$ cat src/rtl/simmem_write_responder.sv
// -----------------------------------------------------------------------------
// simmem_write_responder
//
// Memory-side endpoint of the simulated-memory write path. Accepts write-address
// requests into a small in-order queue, consumes the matching write-data beats
// one burst at a time and returns one write response per burst. The response
// payload carries a status (OKAY/SLVERR) and the received beat count minus one,
// so upstream checkers can predict it exactly.
//
// Ports:
//   clk_i             clock, all state changes on the rising edge
//   rst_ni            asynchronous active-low reset
//   waddr_in_valid_i  write-address valid
//   waddr_in_ready_o  write-address ready (queue not full)
//   waddr_i           write-address request (id, burst_len used)
//   wdata_in_valid_i  write-data valid
//   wdata_in_ready_o  write-data ready (only while a burst is open)
//   wdata_i           write-data beat (last used)
//   wrsp_out_valid_o  write-response valid
//   wrsp_out_ready_i  write-response ready
//   wrsp_o            write response {id, payload}
// -----------------------------------------------------------------------------

package simmem_pkg;

    typedef struct packed {
        logic [1:0]  id;
        logic [31:0] addr;
        logic [7:0]  burst_len;
        logic [2:0]  burst_size;
        logic [1:0]  burst_type;
        logic        lock;
    } waddr_t;  // 48 bits

    typedef struct packed {
        logic [7:0] data;
        logic       last;
    } wdata_t;  // 9 bits

    typedef struct packed {
        logic [1:0] id;
        logic [9:0] payload;
    } wrsp_payload_t;

    typedef struct packed {
        wrsp_payload_t merged_payload;
    } wrsp_t;  // 12 bits

    // Only the fields the responder needs are kept in the address queue.
    typedef struct packed {
        logic [1:0] id;
        logic [7:0] burst_len;
    } aw_entry_t;

    typedef enum logic [1:0] {
        W_IDLE = 2'd0,
        W_DATA = 2'd1,
        W_RESP = 2'd2
    } w_state_e;

    localparam logic [1:0] RESP_OKAY   = 2'b00;
    localparam logic [1:0] RESP_SLVERR = 2'b10;

endpackage

module simmem_write_responder
    import simmem_pkg::*;
#(
    parameter int unsigned AwQueueDepth = 4
) (
    input  logic   clk_i,
    input  logic   rst_ni,

    input  logic   waddr_in_valid_i,
    output logic   waddr_in_ready_o,
    input  waddr_t waddr_i,

    input  logic   wdata_in_valid_i,
    output logic   wdata_in_ready_o,
    input  wdata_t wdata_i,

    output logic   wrsp_out_valid_o,
    input  logic   wrsp_out_ready_i,
    output wrsp_t  wrsp_o
);

    localparam int unsigned PtrW = $clog2(AwQueueDepth);

    // -------------------------------------------------------------------------
    // Write-address queue: pointers carry one extra wrap bit so full and empty
    // are distinguishable without a separate occupancy counter.
    // -------------------------------------------------------------------------
    aw_entry_t       aw_mem_q [AwQueueDepth];
    logic [PtrW:0]   wr_ptr_q, wr_ptr_d;
    logic [PtrW:0]   rd_ptr_q, rd_ptr_d;
    logic            aw_full, aw_empty;
    logic            aw_push, aw_pop;
    aw_entry_t       aw_head;
    aw_entry_t       aw_new;

    assign aw_full  = (wr_ptr_q[PtrW] != rd_ptr_q[PtrW]) &&
                      (wr_ptr_q[PtrW-1:0] == rd_ptr_q[PtrW-1:0]);
    assign aw_empty = (wr_ptr_q == rd_ptr_q);

    // Acceptance looks only at the registered full flag, so a same-cycle pop
    // never lets a full queue take a new request.
    assign waddr_in_ready_o = !aw_full;
    assign aw_push          = waddr_in_valid_i && !aw_full;

    assign aw_new.id        = waddr_i.id;
    assign aw_new.burst_len = waddr_i.burst_len;
    assign aw_head          = aw_mem_q[rd_ptr_q[PtrW-1:0]];

    always_comb begin
        wr_ptr_d = wr_ptr_q;
        rd_ptr_d = rd_ptr_q;
        if (aw_push) wr_ptr_d = wr_ptr_q + 1'b1;
        if (aw_pop)  rd_ptr_d = rd_ptr_q + 1'b1;
    end

    // NOTE: sequential state uses non-blocking assignments so every register
    // samples the pre-edge values of its neighbours, independent of block order.
    always_ff @(posedge clk_i or negedge rst_ni) begin
        if (!rst_ni) begin
            wr_ptr_q <= '0;
            rd_ptr_q <= '0;
        end else begin
            wr_ptr_q <= wr_ptr_d;
            rd_ptr_q <= rd_ptr_d;
        end
    end

    // NOTE: queue storage has no reset; the pointers alone define which entries
    // are valid, so clearing the array would only cost reset fan-out.
    always_ff @(posedge clk_i) begin
        if (aw_push) aw_mem_q[wr_ptr_q[PtrW-1:0]] <= aw_new;
    end

    // -------------------------------------------------------------------------
    // Write-data / response FSM with registered handshake outputs.
    // -------------------------------------------------------------------------
    w_state_e   state_q;
    logic [8:0] cnt_q;
    logic       wdata_ready_q;
    logic       wrsp_valid_q;
    wrsp_t      wrsp_q;

    logic       beat_fire;
    logic       len_hit;
    logic       beat_final;
    wrsp_t      wrsp_d;

    assign beat_fire  = wdata_ready_q && wdata_in_valid_i;
    // cnt_q is the number of beats seen before this one.
    assign len_hit    = (cnt_q == {1'b0, aw_head.burst_len});
    assign beat_final = wdata_i.last || len_hit;
    assign aw_pop     = beat_fire && beat_final;

    // OKAY only when the requester's last and the requested length agree.
    assign wrsp_d.merged_payload.id      = aw_head.id;
    assign wrsp_d.merged_payload.payload = {cnt_q[7:0],
                                            (wdata_i.last && len_hit) ? RESP_OKAY : RESP_SLVERR};

    always_ff @(posedge clk_i or negedge rst_ni) begin
        if (!rst_ni) begin
            state_q       <= W_IDLE;
            cnt_q         <= '0;
            wdata_ready_q <= 1'b0;
            wrsp_valid_q  <= 1'b0;
            wrsp_q        <= '0;
        end else begin
            case (state_q)
                W_IDLE: begin
                    if (!aw_empty) begin
                        state_q       <= W_DATA;
                        cnt_q         <= '0;
                        wdata_ready_q <= 1'b1;
                    end
                end
                W_DATA: begin
                    if (beat_fire) begin
                        if (beat_final) begin
                            state_q       <= W_RESP;
                            wdata_ready_q <= 1'b0;
                            wrsp_valid_q  <= 1'b1;
                            wrsp_q        <= wrsp_d;
                        end else begin
                            cnt_q <= cnt_q + 9'd1;
                        end
                    end
                end
                W_RESP: begin
                    // wrsp_q is untouched here, so the response stays stable
                    // for as long as the consumer stalls.
                    if (wrsp_out_ready_i) begin
                        wrsp_valid_q <= 1'b0;
                        if (!aw_empty) begin
                            state_q       <= W_DATA;
                            cnt_q         <= '0;
                            wdata_ready_q <= 1'b1;
                        end else begin
                            state_q <= W_IDLE;
                        end
                    end
                end
                default: begin
                    state_q       <= W_IDLE;
                    wdata_ready_q <= 1'b0;
                    wrsp_valid_q  <= 1'b0;
                end
            endcase
        end
    end

    assign wdata_in_ready_o = wdata_ready_q;
    assign wrsp_out_valid_o = wrsp_valid_q;
    assign wrsp_o           = wrsp_q;

    // Request fields that the responder deliberately ignores.
    logic unused_fields;
    assign unused_fields = ^{waddr_i.addr, waddr_i.burst_size, waddr_i.burst_type,
                             waddr_i.lock, wdata_i.data};

endmodule

$ cat config.mk
export PLATFORM = sky130hd
export DESIGN_NAME = simmem_write_responder
export DESIGN_NICKNAME = d
export VERILOG_FILES = /design/src/rtl/simmem_write_responder.sv
export SDC_FILE = /design/constraint.sdc
export NUM_CORES = 1
export LEC_CHECK = 0
export CAP_MARGIN = 10
export CORE_UTILIZATION = 25
export DETAILED_ROUTE_END_ITERATION = 12
export GPL_TIMING_DRIVEN = 0
export PLACE_DENSITY = 0.47
export RECOVER_POWER = 50
export SYNTH_ARGS = -nofsm -noshare
export SYNTH_HDL_FRONTEND = slang
export SYNTH_SLANG_ARGS = --single-unit
$ cat constraint.sdc
create_clock -name clk_i -period 4.4 [get_ports clk_i]
set_input_delay 0.88 -clock clk_i [delete_from_list [all_inputs] [get_ports clk_i]]
set_output_delay 0.88 -clock clk_i [all_outputs]
set_load 0.005 [all_outputs]
==> results of run 1 <==
-- final cells by class --
cell class | count | area, um2 | area share, %
sequential | 70 | 1950 | 49.5
multi-input combinational | 130 | 1120 | 28.4
timing repair buffer | 29 | 284 | 7.21
clock buffer | 10 | 229 | 5.81
tap | 168 | 210 | 5.33
clock inverter | 6 | 63.8 | 1.62
buffer | 10 | 58.8 | 1.49
inverter | 6 | 22.5 | 0.571
-- critical path, cell delays in order (launching register included) --
cell and delay [ps]:
dfrtp_1 460, clkbuf_1 540, xor2_1 160, or3_1 490, clkdlybuf4s50_1 480
-- layout by cell type (no fill, tap or decap), types with 3 or more instances in the layout --
master	n
clkdlybuf4s50_1	13
dlygate4sd3_1	15
and3_1	7
edfxtp_1	40
o21ai_0	6
clkbuf_1	6
a2bb2oi_1	4
nor2_1	6
inv_1	6
nand2_1	16
mux2i_1	3
or3_1	4
dfrtp_1	30
mux4_2	9
clkbuf_16	9
ha_1	6
xor2_1	6
mux2_2	4
nor2b_1	3
nand3_1	5
o211ai_1	3
xnor2_1	10
nor4_1	3
mux2_4	7
-- cell families (layout without fill, tap and decap cells) --
family,count (synthesis),after routing,synth area share (%)
compound gates,25,25,5.83
xor+xnor,16,16,4.44
buf+inv,16,61,2.62
mux,23,23,12.1
simple gates,59,59,10.6
fa+ha+maj,6,6,2.38
flops,70,70,61.9
other cells,1,1,0.119
-- worst paths after layout --
kind,start,end,slack (ps),depth (start not counted)
min reg2reg,wr_ptr_q[2],wr_ptr_q[2],480,1
max,rd_ptr_q[1],waddr_in_ready_o,1070,4
min in group asynchronous,rst_ni,wrsp_o[3],1000,1
max reg2reg,rd_ptr_q[1],wrsp_o[3],1620,8
min,wr_ptr_q[2],wr_ptr_q[2],480,1
max in group asynchronous,rst_ni,cnt_q[7],2400,1
-- registers in the layout, indices dropped and copies added, names as in the netlist --
| name | flops |
|---|---|
| aw_mem_q | 40 |
| wrsp_out_valid_o | 1 |
| wr_ptr_q | 3 |
| wdata_in_ready_o | 1 |
| state_q | 2 |
| rd_ptr_q | 3 |
| cnt_q | 9 |
| wrsp_o | 11 |
-- Yosys cell counts (all sizes together) (2+ instances only) --
library cell  instances  share of area (%)
ha                    6                2.4
nor2b                 3               0.59
mux2i                 3               0.95
nand2b                2               0.40
xnor2                10                2.8
o211ai                3               0.71
nor4                  4                1.3
and3                  7                1.4
or3                   4               0.79
dfrtp                30                 24
buf                   7                1.5
clkbuf                3               0.36
inv                   6               0.71
mux4                  9                6.4
o21ai                 7                1.2
a2bb2oi               4                1.1
mux2                 11                4.8
nor2                  6               0.71
nand3                 5               0.79
nor4b                 2               0.56
nor3                  2               0.32
xor2                  6                1.7
edfxtp               40                 38
nand2                16                1.9
or4                   2               0.48
-- layer usage --
| metal | wire length (um) | up-vias | share of wire, % | track usage, % |
|---|---|---|---|---|
| met5 | 0 | - | 0 | 0 |
| met4 | 92 | 0 | 1.5 | 4.42 |
| met3 | 241 | 8 | 3.8 | 3.02 |
| met2 | 3040 | 47 | 48 | 17.8 |
| met1 | 2920 | 929 | 46 | 13.5 |
| li1 | - | 898 | - | - |
-- through the flow --
| stage | setup WS [ps] | hold slack [ps] |
|---|---|---|
| floorplan | 2070 | 462 |
| global placement | 1540 | 474 |
| detailed placement | 1560 | 481 |
| CTS | 1280 | 489 |
| global route | 875 | 524 |
| finish | 1070 | 482 |
-- power breakdown --
part	switching (W)	leakage (nW)	internal, W
logic	0.000384	0.623	0.000406
registers	0.000140	0.738	0.000894
clock network	0.000272	0.138	0.000437
==> impl_metrics.tcl, run 1 <==
set metrics [dict create \
    outcome "finished with violations" \
    violations "max-capacitance violations, max-slew violations" \
    crit_type "reg -> out" \
    slew_headroom_pct -15.3 \
    power_density_nw_per_um2 643 \
    cts_root_buf "clkbuf_16" \
    synth_edf_count 40 \
    power_w 0.00253 \
    wl_per_cell_um 14.7 \
    drt_iter0_markers 63 \
    grt_use_total_pct 10.9 \
    final_cell_area_um2 3940 \
    maxSlewViolCount 31 \
    cts_resized 0 \
    drive_gt1_share_pct 16.9 \
    min-delay-path-class "reg -> reg" \
    synth_area_um2 3160 \
    worstPathRequired_ps 3520 \
    dp_hpwl_mm 4.29 \
    finalSetupViolCount 0 \
    start_util_pct 25.9 \
    vdd_drop_max_uv 316 \
    cts_buffers 9 \
    synthArstFlopShare_pct 42.9 \
    die_area_um2 13100 \
    rsz0062_at_grt "no" \
    h-tree-depth 3 \
    fillers 1220 \
    dp.cells 413 \
    nets 324 \
    p_leak_nw 1.50 \
    via_per_inst 4.39 \
    route.vias.total 1882 \
    synth_ff_type "edfxtp_1" \
    synth_cells 216 \
    gp_congestion 0.734 \
    grt_pass1_wl_mm 10.4 \
    ys_seq_area_share_pct 61.9 \
    die_h_um 114 \
    place.port_buffers 29 \
    antenna_left 0 \
    ys_seq_elements 70 \
    grt_max_degree 31 \
    drtPass1Iterations 4 \
    final_cells 429 \
    finalCritPeriodShare_pct 75.8 \
    cts_tree "built" \
    io_pins 77 \
    grt.overflow.total 0 \
    synthDistinctLibCells 49 \
    startpoint_type "flip-flop" \
    final_util_pct 32.4 \
    ys.warnings.count 0 \
    hold_viol_final 0 \
    coreArea_um2 12200 \
    drc 0 \
    numClockSinks 70 \
    max_cap_violations 1 \
    worstSetupEndpointType "primary output" \
    cp_max_fo 10 \
    totalNegativeSetupSlack_ps 0 \
    diodes 0 \
    first_global_vias 1931 \
    cts.clk_slew.worst_paths_ps 60 \
    post_dp_cell_area_um2 3650 \
    die_w_um 114 \
    holdBufCountCts 0 \
    areaGrowthSynthToFinish_pct 24.9 \
    avgSynthCellArea_um2 14.6 \
    tightest_slew_ps 1730 \
    antenna_found_initial 0 \
    clk_path_buf_depth 2 \
    max_freq_mhz 300 \
    fin_skew_ps 6.96 \
    crit_arrival_ps 2450 \
    post_cts_buffers 0 \
    rows 40 \
    synth_nets 284 \
    finalCriticalPeriod_ps 3330 \
    routed_wl_mm 6.30 \
    clk_latency_ps 330 \
]
Note: power is estimated with default switching activity, not from simulation.
==> run 2, diff against run 1 <==
- PLACE_DENSITY: 0.47 -> 0.49
- clock period: 4.4 -> 3 ns (I/O delays scaled with it)
==> run 2 against run 1 <==
  * The flow still finishes with violations (max-capacitance violations, max-slew violations)
  * Register-to-register slack got worse by 1200 ps
  * Count of clock-buffer cells in the layout fell by 1
  * Die area did not move
  * Sequential cell count did not move
  * Combinational power rose by 47%
  * Critical path depth did not move
  * Final cell count did not move
  * Clock skew rose by 2.4 ps
  * Sequential share of layout area rose by 0.063 points
  * Design area fell by 0.13%
  * Largest power group unchanged
==> impl_metrics.tcl, run 2 (synthesized netlist as in run 1, its figures left out) <==
set metrics [dict create \
    outcome "finished with violations" \
    violations "max-capacitance violations, max-slew violations" \
    ff2ff_setup_slack_ps 380 \
    grt_use_total_pct 10.8 \
    rsz0062_at_grt "no" \
    coreArea_um2 12200 \
    holdPathEnd "wr_ptr_q[2]" \
    final_cell_area_um2 3940 \
    grt_util_met1_pct 13.2 \
    min_from "wr_ptr_q[2]" \
    worstSetupEndpointType "primary output" \
    max_cap_violations 1 \
    cts_buffers 9 \
    via_per_inst 4.28 \
    routed_wl_mm 6.25 \
    post_cts_buffers 0 \
    io_pins 77 \
    drc 0 \
    maxSlewViolCount 31 \
    clk_latency_ps 340 \
    post_dp_cell_area_um2 3650 \
    r2r_start "rd_ptr_q[0]" \
    drive_gt1_share_pct 17.6 \
    nets 324 \
    antenna_found_initial 0 \
    drt_iter0_markers 83 \
    finalCriticalPeriod_ps 2780 \
    grt_most_used_layer "met2" \
    startpoint_type "flip-flop" \
    grt.overflow.total 0 \
    use_met3_pct 3.55 \
    crit_chain "buf_2, xor2_1, or3_1, clkdlybuf4s50_1" \
    tightest_slew_ps 1710 \
    gp_congestion 0.746 \
    worstPathRequired_ps 2400 \
    numClockSinks 70 \
    power_density_nw_per_um2 938 \
    power.clock.fraction_pct 27.6 \
    antenna_left 0 \
    hold_viol_final 0 \
    totalNegativeSetupSlack_ps 0 \
    dp_hpwl_mm 4.27 \
    use_met2_pct 17.4 \
    cts_tree "built" \
    seqPwrFrac_pct 41.0 \
    place.port_buffers 29 \
    power.share.combinational_pct 31.4 \
    crit_type "reg -> out" \
    min-delay-path-class "reg -> reg" \
    layout_commonest_cell "edfxtp_1" \
    p_int_w 0.00248 \
    cts_resized 0 \
    h-tree-depth 3 \
    crit_arrival_ps 2180 \
    max_freq_mhz 360 \
    swShare_pct 32.9 \
    cts_root_buf "clkbuf_16" \
    mostFrequentLayoutCells "40 x edfxtp_1, 30 x dfrtp_1, 17 x dlygate4sd3_1, 16 x nand2_1, 11 x clkdlybuf4s50_1" \
    slew_headroom_pct -14.1 \
    fin_skew_ps 9.36 \
    route.vias.total 1835 \
    clk_path_buf_depth 2 \
    p_sw_w 0.00121 \
    slowest_stage "clkdlybuf4s50_1" \
    finalCritPeriodShare_pct 92.6 \
    drtPass1Iterations 4 \
    grt_max_degree 31 \
    cts.clk_slew.worst_paths_ps 60 \
    areaGrowthSynthToFinish_pct 24.7 \
    cp_max_fo 10 \
    diodes 0 \
    worst-path-buf-inv 2 \
    p_leak_nw 1.51 \
    crit_family "buffers and inverters" \
    min_path_cells 1 \
    finalSetupViolCount 0 \
    vdd_drop_max_uv 274 \
    die_w_um 114 \
    start_util_pct 25.9 \
    slowest_delay_ps 480 \
    rows 40 \
    first_global_vias 1932 \
    grt_pass1_wl_mm 10.3 \
    final_util_pct 32.4 \
    holdBufCountCts 0 \
    reg2regPathDepth 8 \
    wl_per_cell_um 14.6 \
    die_h_um 114 \
    die_area_um2 13100 \
    reg2reg_to "wrsp_o[6]" \
    largest_reg_flops 40 \
]
==> run 2: routing by layer <==
metal	share of wire (%)	routed length (um)
met1	46	2870
met2	49	3080
met3	3.5	217
met4	1.4	88
met5	0	0
==> run 2: power groups by stage <==
stage / logic [W] / registers [W] / clock network (W)
6_report: 0.00116 / 0.00151 / 0.00102
5_1_grt: 0.00130 / 0.00155 / 0.00110
4_1_cts: 0.00120 / 0.00152 / 0.00106
3_5_place_dp: 0.00120 / 0.00154 / 0
3_3_place_gp: 0.00118 / 0.00153 / 0
2_1_floorplan: 0.000816 / 0.00148 / 0
==> run 2: cell type report <==
type | instances | area [um2]
buffer | 10 | 60.1
clock buffer | 9 | 225
clock inverter | 7 | 61.3
fill | 1219 | 8230
inverter | 6 | 22.5
multi-input combinational | 130 | 1120
sequential | 70 | 1950
tap | 168 | 210
timing repair buffer | 29 | 284
==> run 2: how the worst max path moves through the flow <==
stage	slack, ps	cells past startpoint	endpoint	start
3_3_place_gp	330	8	wrsp_o[8]	rd_ptr_q[0]
5_1_grt	100	4	waddr_in_ready_o	rd_ptr_q[1]
6_report	220	4	waddr_in_ready_o	rd_ptr_q[1]
4_1_cts	180	4	waddr_in_ready_o	rd_ptr_q[1]
2_1_floorplan	670	8	wrsp_o[2]	rd_ptr_q[0]
3_5_place_dp	320	8	wrsp_o[6]	rd_ptr_q[0]
==> run 2: stage by stage <==
stage / worst slack [ps] / instances / hold slack (ps) / power [W]
2_1_floorplan: 668 / 216 / 304 / 0.00230
3_3_place_gp: 329 / 413 / 469 / 0.00271
3_5_place_dp: 315 / 413 / 483 / 0.00274
4_1_cts: 178 / 429 / 353 / 0.00378
5_1_grt: 96.9 / 429 / 520 / 0.00396
6_report: 223 / 429 / 492 / 0.00369
